<file path="config.mk">
export PLATFORM = sky130hd
export DESIGN_NAME = pipe_add_sub_n_bit_flat
export DESIGN_NICKNAME = d
export VERILOG_FILES = /design/src/rtl/pipe_add_sub_n_bit_if.sv /design/src/rtl/pipe_add_sub_n_bit.sv /design/src/flat_wrapper.sv
export SDC_FILE = /design/constraint.sdc
export NUM_CORES = 1
export LEC_CHECK = 0
export ABC_AREA = 1
export BUFFER_PORTS_ARGS = -buffer_cell sky130_fd_sc_hd__buf_4
export CAP_MARGIN = 20
export CORE_ASPECT_RATIO = 0.8
export CORE_MARGIN = 2
export CORE_UTILIZATION = 25
export DETAILED_ROUTE_END_ITERATION = 10
export SETUP_SLACK_MARGIN = 0.2
export SYNTH_ARGS = -nofsm -noshare
export SYNTH_HDL_FRONTEND = slang
export SYNTH_SLANG_ARGS = --single-unit
</file>
<file path="constraint.sdc">
create_clock -name clk -period 2.7 [get_ports clk]
set_clock_uncertainty 0.1 [all_clocks]
set_input_delay 0.54 -clock clk [delete_from_list [all_inputs] [get_ports clk]]
set_output_delay 0.54 -clock clk [all_outputs]
set_load 0.03 [all_outputs]
</file>
<file path="src/rtl/pipe_add_sub_n_bit_if.sv">
// Operand/result handshake bundle for pipe_add_sub_n_bit.
// The sat signal exists only when PIPE_ADD_SAT_EN is defined.
interface pipe_add_sub_n_bit_if #(
    parameter int N = 8
);
    logic         in_valid;
    logic         in_ready;
    logic [N-1:0] a;
    logic [N-1:0] b;
    logic         c_in;
    logic         sub;
    logic         out_valid;
    logic         out_ready;
    logic [N-1:0] sum;
    logic         c_out;
    logic         overflow;
`ifdef PIPE_ADD_SAT_EN
    logic         sat;

    modport master (
        output in_valid, a, b, c_in, sub, out_ready,
        input  in_ready, out_valid, sum, c_out, overflow, sat
    );

    modport slave (
        input  in_valid, a, b, c_in, sub, out_ready,
        output in_ready, out_valid, sum, c_out, overflow, sat
    );
`else
    modport master (
        output in_valid, a, b, c_in, sub, out_ready,
        input  in_ready, out_valid, sum, c_out, overflow
    );

    modport slave (
        input  in_valid, a, b, c_in, sub, out_ready,
        output in_ready, out_valid, sum, c_out, overflow
    );
`endif
endinterface

</file>
<file path="src/rtl/pipe_add_sub_n_bit.sv">
// Pipelined N-bit adder/subtractor. The carry chain is cut into STAGES
// segments of W = N/STAGES bits, one register boundary per segment.
// Each stage register holds: the segment carry, the low sum bits finished
// so far, and only the operand bits the remaining upper segments still need.
// A single global enable stalls every stage (bubbles included) when the
// output register is full and not being taken.
// Optional: define PIPE_ADD_SAT_EN to clamp overflowing results to the
// signed limits and add the sat output flag.
module pipe_add_sub_n_bit #(
    parameter int N      = 8,
    parameter int STAGES = 2
) (
    input  logic               clk,
    input  logic               reset,
    pipe_add_sub_n_bit_if.slave bus
);
    localparam int W = N / STAGES;

    logic         w_en;
    logic [N-1:0] w_b_eff;
    logic         w_c0;

    // Pipeline advances whenever the output slot is empty or being drained.
    assign w_en     = !bus.out_valid || bus.out_ready;
    assign bus.in_ready = w_en;

    // Subtraction is a + ~b + !borrow_in; the inversion rides with the beat.
    assign w_b_eff = bus.sub ? ~bus.b : bus.b;
    assign w_c0    = bus.c_in ^ bus.sub;

    for (genvar k = 0; k < STAGES; k++) begin : g_stage
        // Operand bits still pending at this stage: [N-1 : k*W].
        localparam int AW = N - k * W;
        // Sum bits complete after this stage: [(k+1)*W-1 : 0].
        localparam int PW = (k + 1) * W;

        logic          w_v;
        logic [AW-1:0] w_a;
        logic [AW-1:0] w_bp;
        logic          w_c;
        logic [W:0]    w_seg;
        logic [PW-1:0] w_s;

        assign w_seg = {1'b0, w_a[W-1:0]} + {1'b0, w_bp[W-1:0]} + {{W{1'b0}}, w_c};

        if (k == 0) begin : g_src
            assign w_v  = bus.in_valid;
            assign w_a  = bus.a;
            assign w_bp = w_b_eff;
            assign w_c  = w_c0;
            assign w_s  = w_seg[W-1:0];
        end else begin : g_src
            assign w_v  = g_stage[k-1].g_mid.r_v;
            assign w_a  = g_stage[k-1].g_mid.r_a;
            assign w_bp = g_stage[k-1].g_mid.r_bp;
            assign w_c  = g_stage[k-1].g_mid.r_c;
            assign w_s  = {w_seg[W-1:0], g_stage[k-1].g_mid.r_s};
        end

        if (k < STAGES - 1) begin : g_mid
            logic             r_v;
            logic [AW-W-1:0]  r_a;
            logic [AW-W-1:0]  r_bp;
            logic             r_c;
            logic [PW-1:0]    r_s;

            // Intermediate segment register: carry, finished low bits, pending operands.
            always_ff @(posedge clk) begin
                if (reset) begin
                    r_v  <= 1'b0;
                    r_a  <= '0;
                    r_bp <= '0;
                    r_c  <= 1'b0;
                    r_s  <= '0;
                end else if (w_en) begin
                    r_v  <= w_v;
                    r_a  <= w_a[AW-1:W];
                    r_bp <= w_bp[AW-1:W];
                    r_c  <= w_seg[W];
                    r_s  <= w_s;
                end
            end
        end else begin : g_last
            logic         r_v;
            logic [N-1:0] r_s;
            logic         r_c;
            logic         r_ovf;
            logic         w_ovf;
            logic [N-1:0] w_res;

            // Same-sign operands producing a different-sign result.
            assign w_ovf = (w_a[AW-1] == w_bp[AW-1]) && (w_s[N-1] != w_a[AW-1]);

`ifdef PIPE_ADD_SAT_EN
            logic r_sat;

            // Negative operands overflow toward the minimum, positive toward the maximum.
            assign w_res = !w_ovf     ? w_s :
                           w_a[AW-1]  ? {1'b1, {(N-1){1'b0}}} :
                                        {1'b0, {(N-1){1'b1}}};

            // Saturation flag travels with the final result.
            always_ff @(posedge clk) begin
                if (reset) begin
                    r_sat <= 1'b0;
                end else if (w_en) begin
                    r_sat <= w_ovf;
                end
            end

            assign bus.sat = r_sat;
`else
            assign w_res = w_s;
`endif

            // Output register: result and unclamped flags, held while stalled.
            always_ff @(posedge clk) begin
                if (reset) begin
                    r_v   <= 1'b0;
                    r_s   <= '0;
                    r_c   <= 1'b0;
                    r_ovf <= 1'b0;
                end else if (w_en) begin
                    r_v   <= w_v;
                    r_s   <= w_res;
                    r_c   <= w_seg[W];
                    r_ovf <= w_ovf;
                end
            end

            assign bus.out_valid = r_v;
            assign bus.sum       = r_s;
            assign bus.c_out     = r_c;
            assign bus.overflow  = r_ovf;
        end
    end
endmodule

</file>
<file path="src/flat_wrapper.sv">
// flat-port wrapper written by rule: the top's interface ports become plain ports
module pipe_add_sub_n_bit_flat 
#(
    parameter int N      = 8,
    parameter int STAGES = 2
)
  (clk, reset, bus_in_valid, bus_a, bus_b, bus_c_in, bus_sub, bus_out_ready, bus_in_ready, bus_out_valid, bus_sum, bus_c_out, bus_overflow);
  pipe_add_sub_n_bit_if #(.N(N)) bus_i ();
  input  logic clk;
  input  logic reset;
  input wire logic [$bits(bus_i.in_valid)-1:0] bus_in_valid;
  input wire logic [$bits(bus_i.a)-1:0] bus_a;
  input wire logic [$bits(bus_i.b)-1:0] bus_b;
  input wire logic [$bits(bus_i.c_in)-1:0] bus_c_in;
  input wire logic [$bits(bus_i.sub)-1:0] bus_sub;
  input wire logic [$bits(bus_i.out_ready)-1:0] bus_out_ready;
  output wire logic [$bits(bus_i.in_ready)-1:0] bus_in_ready;
  output wire logic [$bits(bus_i.out_valid)-1:0] bus_out_valid;
  output wire logic [$bits(bus_i.sum)-1:0] bus_sum;
  output wire logic [$bits(bus_i.c_out)-1:0] bus_c_out;
  output wire logic [$bits(bus_i.overflow)-1:0] bus_overflow;
  assign bus_i.in_valid = bus_in_valid;
  assign bus_i.a = bus_a;
  assign bus_i.b = bus_b;
  assign bus_i.c_in = bus_c_in;
  assign bus_i.sub = bus_sub;
  assign bus_i.out_ready = bus_out_ready;
  assign bus_in_ready = bus_i.in_ready;
  assign bus_out_valid = bus_i.out_valid;
  assign bus_sum = bus_i.sum;
  assign bus_c_out = bus_i.c_out;
  assign bus_overflow = bus_i.overflow;
  pipe_add_sub_n_bit #(.N(N), .STAGES(STAGES)) u_core (.clk(clk), .reset(reset), .bus(bus_i));
endmodule
</file>
### Word level (Yosys, flattened, before mapping)

Index checks and enable logic that the tools add are counted.

| word-level totals | value |
|---|---|
| flip-flop bits (word level) | 25 |
| output and inout bits | 12 |
| word-level logic and storage cells | 21 |

| cells by class | value |
|---|---|
| add/subtract/negate cells | 4 |
| equality and inequality tests | 2 |
| muxes and demuxes | 1 |
| bitwise logic cells | 2 |
| reductions and logical operators | 3 |

Operators by type and width:

| kind | number |
|---|---|
| 4-bit by 4-bit adder with 5-bit output | 2 |
| 5-bit by 1-bit adder with 5-bit output | 2 |
| 8-bit 2-to-1 mux | 1 |
| 8-bit NOT | 1 |
| 1-bit == test | 1 |
| 1-bit logical AND | 1 |
| 1-bit zero test | 1 |
| 1-bit logical OR | 1 |
| 1-bit != test | 1 |
| 1-bit XOR | 1 |

### Logic depth before layout (Yosys ltp)

Gate-level depths: netlist (run 1).

| depth | value |
|---|---|
| depth in word-level cells | 4 |
| mapped depth | 9 |
| mapped depth without buffers | 8 |

### Worst setup path after synthesis (run 1)

Ideal clock, no wire load.

| timing path | value |
|---|---|
| path type | input to register |
| start | input port bus_sub |
| end | register u_core.g_stage[0].g_mid.r_c |
| setup time | 0.117 ns |
| arrival | 2.082 ns |
| data required time | 2.483 ns |
| slack | 0.401 ns |
| stages | 8 |
| path through | buf_2 > xor2_1 > fa_1 > fa_1 > a21oi_1 > nor2_1 > nor3_1 > nor2_1 |

| between the ends | value |
|---|---|
| cells in the longest elaborated chain, start to end | 3 |

RTL lines:

| what | line | source |
|---|---|---|
| start, declared | flat_wrapper.sv:15 | `input wire logic [$bits(bus_i.sub)-1:0] bus_sub;` |
| 8-bit 2-to-1 mux | pipe_add_sub_n_bit.sv:28 | `assign w_b_eff = bus.sub ? ~bus.b : bus.b;` |
| 4-bit by 4-bit adder with 5-bit output | pipe_add_sub_n_bit.sv:44 | `assign w_seg = {1'b0, w_a[W-1:0]} + {1'b0, w_bp[W-1:0]} + {{W{1'b0}}, w_c};` |
| 5-bit by 1-bit adder with 5-bit output (*) | pipe_add_sub_n_bit.sv:44 |  |
| end signal, assigned | pipe_add_sub_n_bit.sv:79 | `r_c <= w_seg[W];` |
| end, declared | pipe_add_sub_n_bit.sv:64 | `logic r_c;` |

Every way passes the cells marked *; elsewhere a longest branch is shown, timed or not.
A chain may end at the register's enable or synchronous reset.

### Final worst setup path (run 1)

Same ends and word-level chain as after synthesis.

==> results of run 1 <==
[stage by stage]
| stage | worst slack [ns] | total power (W) | hold WS (ns) | utilization |
|---|---|---|---|---|
| 3_3_place_gp | 0.356 | 0.000689 | 0.339 | 0.314 |
| 4_1_cts | 0.618 | 0.000922 | 0.342 | 0.324 |
| 2_1_floorplan | 0.401 | 0.000608 | 0.330 | - |
| 3_5_place_dp | 0.323 | 0.000691 | 0.349 | 0.314 |
| 6_report | 0.626 | 0.000909 | 0.344 | 0.324 |
| 5_1_grt | 0.468 | 0.000969 | 0.337 | 0.324 |
[placed cells by master, fill, tap and decap left out, types with 2 or more instances in the layout]
cell      instances
dfxtp_1          25
nand2_1          10
ha_1              6
a21oi_1          14
nor2_1           24
buf_4            35
a21oi_2           2
clkbuf_8          3
xor2_1            6
o21ai_0          10
nand3_1          10
xnor2_1           5
o21ai_1          13
inv_1            13
fa_1              4
inv_2             2
[layer usage]
layer	share of wire	vias to the layer above	track usage
met2	0.43	19	0.147
li1	-	564	-
met3	0.049	4	0.0244
met5	0	-	0
met1	0.50	458	0.128
met4	0.023	0	0.0246
[Yosys cell counts (all sizes together)]
cell type  instances  share of area
dfxtp             25           0.40
nor2              25          0.081
o21ai             23          0.091
a21oi             16          0.070
inv               15          0.045
nand2             10          0.030
nand3             10          0.040
buf                7          0.040
ha                 6          0.060
xor2               6          0.042
xnor2              5          0.035
fa                 4          0.064
clkbuf             1         0.0030
nor3               1         0.0040
[flip-flops by register name (all words and copies together), names as in the netlist]
| register | count |
|---|---|
| u_core.g_stage.g_mid.r_c | 1 |
| u_core.g_stage.g_mid.r_s | 4 |
| u_core.g_stage.g_mid.r_v | 1 |
| u_core.bus.sum | 8 |
| u_core.bus.overflow | 1 |
| u_core.g_stage.g_mid.r_a | 4 |
| u_core.bus.out_valid | 1 |
| u_core.g_stage.g_mid.r_bp | 4 |
| u_core.bus.c_out | 1 |
[power breakdown]
group	switching, W	internal [W]	leakage [nW]
combinational	0.000139	0.000108	0.511
clock	0.000125	0.000105	0.0217
sequential	0.0000226	0.000411	0.207
[area by class of cell]
class,count,area (sq um)
Inverter,15,56.3
Tap cell,62,77.6
Clock inverter,1,7.51
Multi-Input combinational cell,106,648
Sequential cell,25,500
Clock buffer,3,41.3
Fill cell,525,3330
Timing Repair Buffer,35,263
[worst reg2reg max path: cells and delay by family (launching register included)]
| kind | cells | cell delay [ns] |
|---|---|---|
| adder cells (fa/ha/maj) | 2 | 0.90 |
| buffers and inverters | 1 | 0.09 |
| flip-flops | 1 | 0.34 |
| AO/OA/AOI/OAI | 1 | 0.13 |
[worst max-delay path by stage]
stage / to / slack, ns / cells past startpoint
after floorplan: u_core.g_stage[0].g_mid.r_c / 0.40 / 8
after global placement: u_core.g_stage[0].g_mid.r_c / 0.36 / 8
after detailed placement: u_core.g_stage[0].g_mid.r_c / 0.32 / 8
after CTS: u_core.g_stage[0].g_mid.r_c / 0.62 / 8
after global routing: u_core.g_stage[0].g_mid.r_c / 0.47 / 8
final: u_core.g_stage[0].g_mid.r_c / 0.63 / 8
[logic make-up after synthesis]
family                     after synthesis
AOI/OAI and AO/OA                       39
xor gates and xnor gates                11
adders and majority gates               10
buffers and inverters                   23
DFF                                     25
and+or+nand+nor                         46
==> out/metrics.csv, run 1 <==
stage;metric;value;unit
run_status;outcome;completed;
critical_path;critPathMaxStageDelay;0.43;ns
synth;syn_inst;154;
critical_path;worst-path-buf-inv;1;
clock_network;ctsResizeCount;0;
clock_network;clk_pin_slew_worst_paths;0.09;ns
global_route;antenna_found_initial;0;
final_layout;antennaDiodeCount;0;
global_route;grt_pass1_wl;4250;um
synth;ys_warn_count;0;
critical_path;cpLargestDelayFamily;adder cells;
clock_network;hold_buffers;0;
synth;synth_compound_area_frac;0.161;
timing;relSlewSlack;0.795;
critical_path;reg2regPathDepth;4;
die;die_w;83.3;um
critical_path;worst_ep_required_time;2.77;ns
routing;first_pass_iters;4;
placement;portBuffers;33;
final_layout;area_delta_synth_final;26.6;%
timing;max_slew.worst_pin.slew;0.307;ns
routing;drc;0;
routing;drt_iter0_markers;43;
clock_network;cts_tree;done;
global_route;grt.total_usage;0.0934;
critical_path;critPathMaxFanout;9;
power;pwr_density_cell;570;nW/um^2
critical_path;path_cells;buf_4, xor2_1, fa_1, fa_1, a21oi_1, nor2_1, nor3_1, nor2_1;
die;boundaryPins;34;
routing;via_count;1045;
power;power.leakage;0.740;nW
critical_path;startpoint_type;input pin;
die;core_area;4920;sq um
critical_path;crit_arrival;2.15;ns
timing;slew_violations;0;
global_route;gr-total-overflow;0;
clock_network;clk_path_buf_depth;2;
synth;seq_area_frac_synth;0.398;
synth;synth_fa_ha_area_frac;0.123;
routing;finalWirelength;2540;um
synth;yosysUniqueCellTypes;20;
critical_path;startpoint;bus_sub;
timing;timing_hold_violations_final;0;
timing;fin_crit;2.07;ns
min_path;worstHoldStart;reset;
critical_path;worstSetupPathType;input pin to register;
critical_path;reg2reg_to;u_core.bus.sum[5];
clock_network;cts.sinks;25;
synth;syn-num-nets;186;
clock_network;postCtsSetupBuffers;0;
timing;finalCritPeriodShare;0.768;
die;dieArea;5620;sq um
clock_network;h-tree-depth;1;
clock_network;insertion_delay;0.27;ns
critical_path;critPathCaptureType;register;
placement;dpl_cell_area;1550;sq um
routing;routedWlPerCell;10.3;um
synth;synth_area;1260;sq um
global_route;grt_max_degree;24;
power;vdd_drop_max;222;uV
die;initial_core_util;0.256;
final_layout;stdcell_count;247;
critical_path;r2r-start;u_core.g_stage[0].g_mid.r_c;
critical_path;r2r_slack;1.08;ns
min_path;min_path_cells;2;
critical_path;slowest_stage;fa_1;
timing;grt_setup_unrepaired;no;
synth;synth_mux_area_frac;0;
routing;ant_nets;0;
placement;gp_congestion;0.760;
final_layout;drive_gt1_frac;0.238;
timing;fin_tns_setup;0;ns
timing;fmax;0.482;GHz
synth;synth_seq_cells;25;
die;row_count;23;
clock_network;cts_buffers;3;
synth;synthXorXnorAreaFrac;0.0765;
die;fp.dieH;67.5;um
timing;setup_violations;0;
synth;synthSimpleGateAreaFrac;0.154;
flow_run;cap_violations;0;
placement;place_inst;243;
clock_network;cts-root-buf;clkbuf_8;
placement;dp_hpwl;1870;um
final_layout;final_cell_area;1590;sq um
min_path;hold_end;u_core.bus.overflow;
final_layout;fin_nets;218;
synth;syn_area_per_cell;8.17;sq um
min_path;min_path_type;input pin to register;
global_route;grt_pass1_vias;952;
synth;synth_top_family_by_area;compound AO/OA/AOI/OAI gates;
routing;viasPerCell;4.23;
Note: power is estimated with default switching activity, not from simulation.
==> inputs of run 2 (changes only) <==
==> constraint.sdc (replaced) <==
create_clock -name clk -period 1.67 [get_ports clk]
set_clock_uncertainty 0.1 [all_clocks]
set_input_delay 0.334 -clock clk [delete_from_list [all_inputs] [get_ports clk]]
set_output_delay 0.334 -clock clk [all_outputs]
set_load 0.03 [all_outputs]
==> run 2 against run 1 <==
Against the previous run: routed wire length increased by 13%; critical path depth unchanged; global-route usage increased by 0.84 points; die area unchanged; critical path type unchanged; largest cell class unchanged; highest routed layer unchanged.
==> out/metrics.csv, run 2 (synthesized netlist as in run 1, its figures left out) <==
stage;metric;value;unit
routing;first_pass_iters;4;
final_layout;seq_area;505;sq um
die;boundaryPins;34;
flow_run;cap_violations;0;
die;initial_core_util;0.256;
die;dieArea;5620;sq um
power;p_clk_frac;0.228;
critical_path;worst_ep_required_time;1.74;ns
die;row_count;23;
clock_network;cts_buffers;3;
clock_network;clk_path_buf_depth;2;
timing;relSlewSlack;0.778;
die;fp.dieH;67.5;um
placement;gp_congestion;0.805;
die;core_area;4920;sq um
global_route;grt_max_degree;24;
final_layout;area_delta_synth_final;47.0;%
final_layout;fillers;523;
power;intPower;0.00108;W
power;switching_share;0.316;
global_route;grt_pass1_vias;1015;
power;vdd_drop_max;435;uV
final_layout;drive_gt1_frac;0.427;
clock_network;h-tree-depth;1;
power;p_seq_frac;0.446;
routing;drc;0;
final_layout;final_common_cell;buf_4;
clock_network;cts-root-buf;clkbuf_8;
final_layout;antennaDiodeCount;0;
placement;place_inst;247;
timing;fin_tns_setup;0;ns
global_route;antenna_found_initial;0;
placement;portBuffers;33;
timing;fmax;0.609;GHz
final_layout;largest_register_ffs;8;
run_status;outcome;completed;
global_route;gr-total-overflow;0;
timing;timing_hold_violations_final;0;
clock_network;insertion_delay;0.27;ns
global_route;grt.total_usage;0.102;
min_path;min_path_type;input pin to register;
clock_network;clk_pin_slew_worst_paths;0.09;ns
routing;via_count;1112;
power;pwr_density_cell;851;nW/um^2
critical_path;startpoint_type;input pin;
routing;drt_iter0_markers;49;
critical_path;worstSetupPathType;input pin to register;
timing;grt_setup_unrepaired;yes;
final_layout;stdcell_count;261;
timing;slew_violations;0;
routing;finalWirelength;2860;um
routing;viasPerCell;4.26;
critical_path;r2r_slack;0.13;ns
placement;dp_hpwl;1990;um
critical_path;critPathCaptureType;register;
power;combPwrFrac;0.326;
final_layout;final_cell_mix;buf_4, nor2_1, dfxtp_1;
critical_path;critPathMaxFanout;4;
final_layout;fin_nets;232;
timing;setup_violations;0;
timing;finalCritPeriodShare;0.983;
global_route;grt_pass1_wl;4560;um
timing;fin_crit;1.64;ns
final_layout;multi_input_area;758;sq um
critical_path;crit_arrival;1.71;ns
power;power.leakage;0.847;nW
die;die_w;83.3;um
power;power.switching;0.000498;W
clock_network;cts.sinks;25;
routing;ant_nets;0;
routing;routedWlPerCell;11.0;um
clock_network;cts_tree;done;
timing;max_slew.worst_pin.slew;0.332;ns
## run 2: final timing paths
| path | end | cells past startpoint | startpoint |
|---|---|---|---|
| worst min-delay path | u_core.bus.overflow | 2 | reset |
| worst max-delay path | u_core.g_stage[0].g_mid.r_c | 8 | bus_sub |
| worst max register to register | u_core.bus.sum[5] | 4 | u_core.g_stage[0].g_mid.r_a[0] |
| worst min register to register | u_core.bus.out_valid | 2 | u_core.g_stage[0].g_mid.r_v |
## run 2: through the flow
stage / hold slack, ns / area [sq um] / power, W / utilization / setup slack (ns)
after floorplan: 0.303 / 1290 / 0.000993 / - / -0.237
after global placement: 0.340 / 1590 / 0.00113 / 0.323 / -0.306
after detailed placement: 0.353 / 1590 / 0.00114 / 0.323 / -0.327
after CTS: 0.120 / 1690 / 0.00153 / 0.344 / 0.0237
after global routing: 0.115 / 1850 / 0.00169 / 0.376 / -0.0284
final: 0.132 / 1850 / 0.00157 / 0.376 / 0.0288
## run 2: critical path: stages
cell	delay [ns]
buf_12	0.11
xor2_4	0.17
fa_2	0.37
fa_2	0.36
a21oi_2	0.14
nor2_1	0.04
nor3_1	0.12
nor2_1	0.05
## run 2: repair_timing
item                                    CTS  global route
hold endpoints to repair                  0             0
gates resized for setup                   8            27
buffers inserted                          3             7
endpoints found under the setup margin    8            10
hold buffers                              0             0
pin swaps                                 4            13
## run 2: per-layer routing
layer,global-route usage,up-vias,part of all wire
met5,0,-,0
met3,0.0367,2,0.054
met2,0.163,26,0.44
met4,0.0184,0,0.0042
met1,0.134,494,0.50
li1,-,590,-
## run 2: layout make-up
type,instances,area share
Multi-Input combinational cell,106,0.410
Sequential cell,25,0.273
Timing Repair Buffer,49,0.216
Tap cell,62,0.0419
Inverter,15,0.0331
Clock buffer,3,0.0223
Clock inverter,1,0.00406
## run 2: power groups by stage
stage	Combinational, W	Clock (W)	Sequential (W)
floorplan	0.000223	0	0.000770
global placement	0.000420	0	0.000713
detailed placement	0.000423	0	0.000715
CTS	0.000447	0.000381	0.000702
global route	0.000569	0.000409	0.000712
finish	0.000513	0.000359	0.000702
